==> src/rtl/unpack_s3_piso.sv <==
// unpack_s3_piso
// ---------------------------------------------------------------------------
// Parallel-in serial-out decoder for packed S3 polynomials. It is the inverse
// of the PACK_S3 SIPO packer used on the encapsulation side.
//
// Each input byte holds five base-3 coefficients:
//   byte = t0 + 3*t1 + 9*t2 + 27*t3 + 81*t4
// The block emits them one per transfer, lowest power first. One frame is
// N_BYTES bytes in and N_BYTES*5 + 1 coefficients out. The final (top)
// coefficient is always 0.
//
// The block sits between the byte-wide key/ciphertext input buffer and the
// coefficient-serial decapsulation arithmetic (ternary multiplier and lift).
//
// Ports
//   ex_clk      : single clock; all state updates on the rising edge
//   ovr_rst1    : asynchronous, active-high reset
//   start       : one-cycle pulse that begins a frame (ignored unless idle)
//   byte_in     : packed byte
//   byte_valid  : byte_in is valid
//   byte_ready  : block can accept a byte this cycle
//   trit_out    : coefficient code, 00 = 0, 01 = 1, 10 = 2 (-1)
//   trit_valid  : trit_out / coef_idx are valid
//   trit_ready  : downstream accepts the trit this cycle
//   coef_idx    : index of the coefficient currently on trit_out
//   busy        : high from start acceptance until the frame completes
//   done        : one-cycle pulse after the last coefficient is transferred
//   err         : sticky; a byte > 242 was received in this frame
// ---------------------------------------------------------------------------
module unpack_s3_piso #(
  parameter int N_BYTES = 140,
  parameter int IDX_W   = 10
) (
  input  logic             ex_clk,
  input  logic             ovr_rst1,
  input  logic             start,
  input  logic [7:0]       byte_in,
  input  logic             byte_valid,
  output logic             byte_ready,
  output logic [1:0]       trit_out,
  output logic             trit_valid,
  input  logic             trit_ready,
  output logic [IDX_W-1:0] coef_idx,
  output logic             busy,
  output logic             done,
  output logic             err
);

  localparam int BYTE_W = (N_BYTES > 1) ? $clog2(N_BYTES) : 1;
  localparam logic [BYTE_W-1:0] LAST_BYTE = BYTE_W'(N_BYTES - 1);

  typedef enum logic [2:0] {
    IDLE,
    LOAD,
    SHIFT,
    PAD,
    DONE
  } state_t;

  state_t state;
  state_t state_nxt;

  // r holds the not-yet-emitted part of the current byte; after each
  // divide-by-3 it shrinks, so the fifth digit is always a legal trit.
  logic [7:0]        r;
  logic [2:0]        digit_cnt;
  logic [BYTE_W-1:0] byte_cnt;

  logic       byte_take;
  logic       trit_take;
  logic       last_digit;
  logic       last_byte;
  logic       byte_over;
  logic [7:0] byte_residue;
  logic [7:0] r_mod3;
  logic [7:0] r_div3;

  // Bytes above 242 cannot be produced by a valid packer. They are folded
  // back into range by subtracting 243 so the digit stream stays legal,
  // and the frame is flagged through err.
  always_comb begin
    byte_over    = (byte_in > 8'd242);
    byte_residue = byte_over ? (byte_in - 8'd243) : byte_in;
    r_mod3       = r % 8'd3;
    r_div3       = r / 8'd3;
    last_digit   = (digit_cnt == 3'd4);
    last_byte    = (byte_cnt == LAST_BYTE);
  end

  // Outputs are decoded purely from the state and the residue register, so
  // during a stall (valid high, ready low) they cannot move.
  always_comb begin
    byte_ready = 1'b0;
    trit_valid = 1'b0;
    trit_out   = 2'b00;
    busy       = 1'b0;
    done       = 1'b0;
    case (state)
      LOAD: begin
        byte_ready = 1'b1;
        busy       = 1'b1;
      end
      SHIFT: begin
        trit_valid = 1'b1;
        trit_out   = r_mod3[1:0];
        busy       = 1'b1;
      end
      PAD: begin
        trit_valid = 1'b1;
        busy       = 1'b1;
      end
      DONE: begin
        done = 1'b1;
      end
      default: ;
    endcase
  end

  always_comb begin
    byte_take = (state == LOAD) && byte_valid;
    trit_take = trit_valid && trit_ready;
  end

  // Next-state logic. A start pulse only matters in IDLE, so a stray start
  // mid-frame leaves the frame untouched.
  always_comb begin
    state_nxt = state;
    case (state)
      IDLE: begin
        if (start) state_nxt = LOAD;
      end
      LOAD: begin
        if (byte_valid) state_nxt = SHIFT;
      end
      SHIFT: begin
        if (trit_take && last_digit) state_nxt = last_byte ? PAD : LOAD;
      end
      PAD: begin
        if (trit_take) state_nxt = DONE;
      end
      DONE: begin
        state_nxt = IDLE;
      end
      default: state_nxt = IDLE;
    endcase
  end

  // State register.
  always_ff @(posedge ex_clk or posedge ovr_rst1) begin
    if (ovr_rst1) state <= IDLE;
    else          state <= state_nxt;
  end

  // Datapath registers: residue, digit and byte counters, coefficient index
  // and the sticky error flag. coef_idx naturally lands on N_BYTES*5 once the
  // last real digit has gone out, which is the index of the padding zero.
  always_ff @(posedge ex_clk or posedge ovr_rst1) begin
    if (ovr_rst1) begin
      r         <= 8'd0;
      digit_cnt <= 3'd0;
      byte_cnt  <= '0;
      coef_idx  <= '0;
      err       <= 1'b0;
    end else begin
      case (state)
        IDLE: begin
          if (start) begin
            digit_cnt <= 3'd0;
            byte_cnt  <= '0;
            coef_idx  <= '0;
            err       <= 1'b0;
          end
        end
        LOAD: begin
          if (byte_take) begin
            r         <= byte_residue;
            digit_cnt <= 3'd0;
            err       <= err | byte_over;
          end
        end
        SHIFT: begin
          if (trit_take) begin
            r         <= r_div3;
            digit_cnt <= digit_cnt + 3'd1;
            coef_idx  <= coef_idx + IDX_W'(1);
            if (last_digit && !last_byte) byte_cnt <= byte_cnt + BYTE_W'(1);
          end
        end
        default: ;
      endcase
    end
  end

endmodule

==> config.mk <==
export PLATFORM = sky130hd
export DESIGN_NAME = unpack_s3_piso
export DESIGN_NICKNAME = d
export VERILOG_FILES = /design/src/rtl/unpack_s3_piso.sv
export SDC_FILE = /design/constraint.sdc
export NUM_CORES = 1
export LEC_CHECK = 0
export ABC_AREA = 1
export BUFFER_PORTS_ARGS = -buffer_cell sky130_fd_sc_hd__buf_4
export CAP_MARGIN = 20
export CORE_ASPECT_RATIO = 0.7
export CORE_MARGIN = 2
export CORE_UTILIZATION = 30
export DETAILED_ROUTE_END_ITERATION = 12
export PLACE_DENSITY_LB_ADDON = 0.05
export SYNTH_ARGS = -nofsm -noshare
export SYNTH_HDL_FRONTEND = slang
export SYNTH_SLANG_ARGS = --single-unit
==> constraint.sdc <==
create_clock -name ex_clk -period 4.15 [get_ports ex_clk]
set_clock_uncertainty 0.15 [all_clocks]
set_input_delay 0.83 -clock ex_clk [delete_from_list [all_inputs] [get_ports ex_clk]]
set_output_delay 0.83 -clock ex_clk [all_outputs]
set_load 0.02 [all_outputs]
Yosys cells after proc, flatten, opt, wreduce, memory -nomap -nowiden. Index checks and enable logic that the tools add are counted.

$add $sub $neg: 4. Div/mod/pow operators: 2. $lt $le $gt $ge: 1. Equality and inequality tests: 13. Multiplexer cells: 29. Bitwise operators: 1. Reduce and logical (&&, ||, !) cells: 18.

Operators with widths (count): $mux 8 (6); $pmux 8 s2 (2); $mux 3 (7); $mux 10 (2); $pmux 10 s2 (1); $ne 2x2->1 const B (7); $pmux 3 s4 (1); $reduce_and 4->1 (3); $add 10x1->10 const B (1); $pmux 3 s3 (1); $reduce_and 3->1 (3); $add 8x1->8 const B (1); $div 8x2->8 const B (1); $eq 8x8->1 const B (1); $gt 8x8->1 const B (1); $mod 8x2->8 const B (1); $sub 8x8->8 const B (1); $eq 3x2->1 const B (2); $eq 3x3->1 const B (2); $mux 1 (6); $reduce_bool 2->1 (3); $logic_and 1x1->1 (4); $mux 2 (2); $add 3x1->3 const B (1); 8 further kinds (8).

Bits in registers: 33. Bits of input ports: 13. Output and inout port bits: 17. Word-level logic and storage cells: 74.

Logic depth before layout (Yosys ltp).
Depth after elaboration: 7. Mapped depth: 27. Depth with buffers taken out: 27.

Worst setup path before layout. OpenSTA, ideal clock, no wires.

Path type: flip-flop to output port. From: reg r[5]. To: out trit_out[0]. Arrival: 2.559 ns. Data required time: 3.170 ns. Slack: 0.611 ns. Cell stages (with the launch flop): 28. Path buffers: 0. Cells stage by stage: dfrtp_1 inv_1 nand3_1 nand2_1 nand2_1 nand2_1 nand2_1 nand3_1 nand2_1 o21bai_1 nand2_1 inv_1 ha_1 inv_1 nand2_1 inv_1 nand2_1 nand2_1 nand2_1 inv_1 ha_1 inv_1 nand2_1 inv_1 nand2_2 nand2_1 nand2_1 nor2_1.

Longest elaborated chain between the ends: 2.

Ends and longest elaborated chain: start: declaration (line 65) `logic [7:0] r;`; start signal: assignment (line 176) `r <= byte_residue;`; start signal: assignment (line 183) `r <= r_div3;`; $mod 8x2->8 (line 84) `r_mod3 = r % 8'd3;`; $mux 2 (line 98) `case (state)`; end: declaration (line 40) `output logic [1:0] trit_out,`.

No other way between the ends.

Worst setup path after layout.
From: reg r[6]. To: out trit_out[1].

The elaborated chain is that of the path after synthesis.

==> run summary <==
The final setup violation count came out at 0. The cell area power density came out at 806 nW/um^2. The gate count after technology mapping is just under 300.

In this run the worst path has a maximum fanout of 5. Summed over all instances, the cell type with the most area after synthesis is dfrtp_1. The layout filler cell count came out at between 700 and 800. In this run the critical register-to-register path is captured at r[0].

The largest net degree at the start of global routing is 34. After clock tree synthesis, the clock-pin slew on the worst setup and hold paths is 0.07 ns. The flow ran to the end, and the final reports show no timing, DRC or antenna violations. For the worst flop-to-flop path, the logic depth is 27. In this run the cell area of the synthesized design comes to 2160 sq um. The share of the cycle needed by the critical path after routing came out at 94.8%.

The port buffer count is 29. The number of global-route vias before repair is 1,770. The global-route wire length before repair came out at around 8500 um. TritonCTS built the clock tree.

The clock network latency to the later pin of the worst-skew pair is 0.29 ns. The total grt overflow is 0. The number of antenna diodes in the final layout is 0. The kind of launch point of the worst setup path is a flip-flop.

Of the cells placed in the final design, the portion with a size suffix greater than 1 is 27.7%. The height of the die came out at 75.1 um. The final weighted congestion of routability-driven global placement is 0.771. The number of hold-slack violations in the final timing report came out at 0. The count of pins over their slew limit is 0. The die covers around 7900 sq um. The initial standard-cell utilization of the core came out at roughly a third.

In this run the critical register-to-register path is launched from r[6]. The number of antenna violations at the first check in global routing came out at 0. The growth of design area from synthesis to finish came out at 25.7%.

The worst min-delay path startpoint is coef_idx[8]. The standard-cell row count came out at 25. The path with the worst hold slack has its endpoint at coef_idx[8]. The vias after detailed routing is 1,982. The highest clock frequency the design can meet came out at 254 MHz.

The total CTS buffers is 5. After detailed routing, the number of vias per cell comes to between 4 and 5. The final design utilization came out at 39.5%. The worst setup path is of the flip-flop to primary output kind. The count of nets after finishing came out at between 300 and 400. By area the synthesized netlist is led by dfrtp_1 (38%), nand2_1 (10%), inv_1 (8.3%), o21ai_0 (6.0%), nand3_1 (5.5%). The root buffer cell chosen for the clock tree is clkbuf_8.

The hold path depth is 1. The first detailed-routing pass ran for 4 iterations. In the global route stage, overall resource usage came out at 13.9%. The category of the worst setup path capture point is a primary output. The reg-to-reg setup timing slack came out at roughly 1.3 ns.

The path class of the tightest hold or removal check is flip-flop to flip-flop. The minimum period implied by the final worst setup slack is 3.94 ns. The mean area per synthesized cell came out at 7.36 sq um. Data on the critical path arrives at its endpoint at 2.96 ns.

The leakage power total came out at 0.00130 uW. The normalized max-slew margin came out at 67.1%. The design area is 2720 sq um. IR analysis of the VDD net gives a maximum drop of 0.000476 V.

Counting distinct cell types in the post-synthesis netlist gives 35. The data required time at the worst endpoint came out at 3.17 ns. The transition at the pin with the smallest max-transition slack came out at around 0.5 ns. The routed wire length is 5280 um. The leading cell type in the layout, fill and taps excluded is nand2_1.

The HPWL after detailed placement is 3870 um. Once placement finished, the instance area stood at 2510 sq um. The number of buffers between clock root and the deepest sink came out at 2. The number of sinks handled by clock tree synthesis came out at 33. The area of the core region came out at just under 7000 sq um. The number of remaining DRC errors came out at 0. The die is 106 um wide. The net count after synthesis is 315. The count of warnings emitted by yosys came out at 0.

The number of violations of the max-capacitance limit came out at 0. The H-tree generated during clock tree synthesis spans 2 levels. The final routed wire length divided by cell count came out at 12.3 um. The top cell type's share of synthesized area came out at 38.2%.

The I/O pin count came out at 30. The smallest hold slack came out at between 0.3 and 0.4 ns. The library cells used most frequently in the layout, excluding fill and tap cells, are nand2_1 (51), inv_1 (40), buf_4 (35). In this run the remaining antenna-violating nets after routing total 0. The number of DRC violations after detailed-routing iteration 0 came out at 86. After synthesis the netlist holds a flip-flop and latch count of 33.

The sequential area share after synthesis came out at 38.2%.
-- synth_stat cells --
cell,count
o21ai_2,1
o21a_1,1
dfrtp_1,33
nand3b_1,1
nand3_1,24
inv_1,48
nor3b_1,3
and2_1,1
xnor2_1,1
nand3_2,3
nor3_2,4
nor2_2,4
nor3_1,4
a22oi_1,2
nand2_1,59
ha_1,8
nor2_1,23
a21oi_1,13
xor2_1,2
o22ai_1,1
clkbuf_1,1
nand2_2,3
o21ai_0,26
inv_2,5
nor3_4,2
o21ai_1,3
nor2_4,1
o21bai_1,1
a31oi_1,4
nand2_4,1
nand3b_2,1
nand4_1,5
o31ai_1,1
nor4_1,3
o211ai_1,1
-- registers in the layout (all words and copies together) (netlist names) --
signal / flops
byte_cnt: 8
err: 1
digit_cnt: 3
r: 8
state: 3
coef_idx: 10
-- where the power goes --
group	switching, uW	internal, uW
combinational	911	539
sequential	95.6	403
clock	128	116
-- metal layers --
| metal | wire length (um) | vias up | global-route usage [%] |
|---|---|---|---|
| met5 | 0 | - | 0 |
| li1 | - | 1049 | - |
| met1 | 2920 | 895 | 21.2 |
| met4 | 72 | 0 | 4.82 |
| met3 | 196 | 8 | 3.29 |
| met2 | 2090 | 30 | 19.1 |
-- final cells by class --
cell class | count | area, sq um | share of cell area, %
Clock buffer | 6 | 72.6 | 2.67
Tap cell | 94 | 118 | 4.32
Sequential cell | 33 | 827 | 30.4
Multi-Input combinational cell | 207 | 1230 | 45.3
Clock inverter | 2 | 10.0 | 0.368
Inverter | 53 | 199 | 7.31
Timing Repair Buffer | 35 | 263 | 9.66
-- how the worst max path moves through the flow --
stage / startpoint / cells after the start / slack [ns] / endpoint
floorplan: r[5] / 27 / 0.61 / trit_out[0]
global placement: r[5] / 28 / 0.40 / trit_out[0]
detailed placement: r[7] / 28 / 0.33 / trit_out[1]
CTS: r[7] / 28 / 0.01 / trit_out[1]
global route: r[7] / 27 / -0.04 / trit_out[1]
finish: r[6] / 27 / 0.21 / trit_out[1]
-- through the flow --
stage / std cells / TNS [ns] / total power, uW / setup slack, ns
floorplan: 294 / 0 / 1390 / 0.611
global placement: 418 / 0 / 1730 / 0.398
detailed placement: 418 / 0 / 1720 / 0.333
CTS: 426 / 0 / 1970 / 0.0103
global route: 430 / -0.0360 / 2410 / -0.0352
finish: 430 / 0 / 2190 / 0.214
-- critical path, stage by stage (launching register included) --
cell and delay, ns:
dfrtp_2 0.44, nand2_1 0.07, nand2_1 0.09, nand3_2 0.13, nand3_4 0.12, nand3_2 0.08
nand3_1 0.10, nand2_2 0.09, o21bai_4 0.17, nand2_2 0.07, inv_2 0.07, ha_4 0.14
inv_2 0.03, nand2_2 0.06, inv_2 0.05, nand2_2 0.05, nand2_1 0.05, nand2_1 0.08
inv_2 0.04, ha_2 0.15, inv_1 0.05, nand2_1 0.05, inv_2 0.07, nand2_4 0.05
nand2_1 0.06, nand2_1 0.05, nor2_1 0.11, buf_4 0.14
-- what timing repair did --
action,CTS,global route
setup buffers,0,4
gates resized for setup,0,31
hold buffers,0,0
setup endpoints to repair,0,2
-- cells by family after synthesis --
family,synth area share (%)
compound gates,13.6
xor+xnor,1.21
fa+ha+maj,4.62
buf+inv,9.36
flops,38.2
simple gates,33.0
Power figures use the tool's default switching activity.
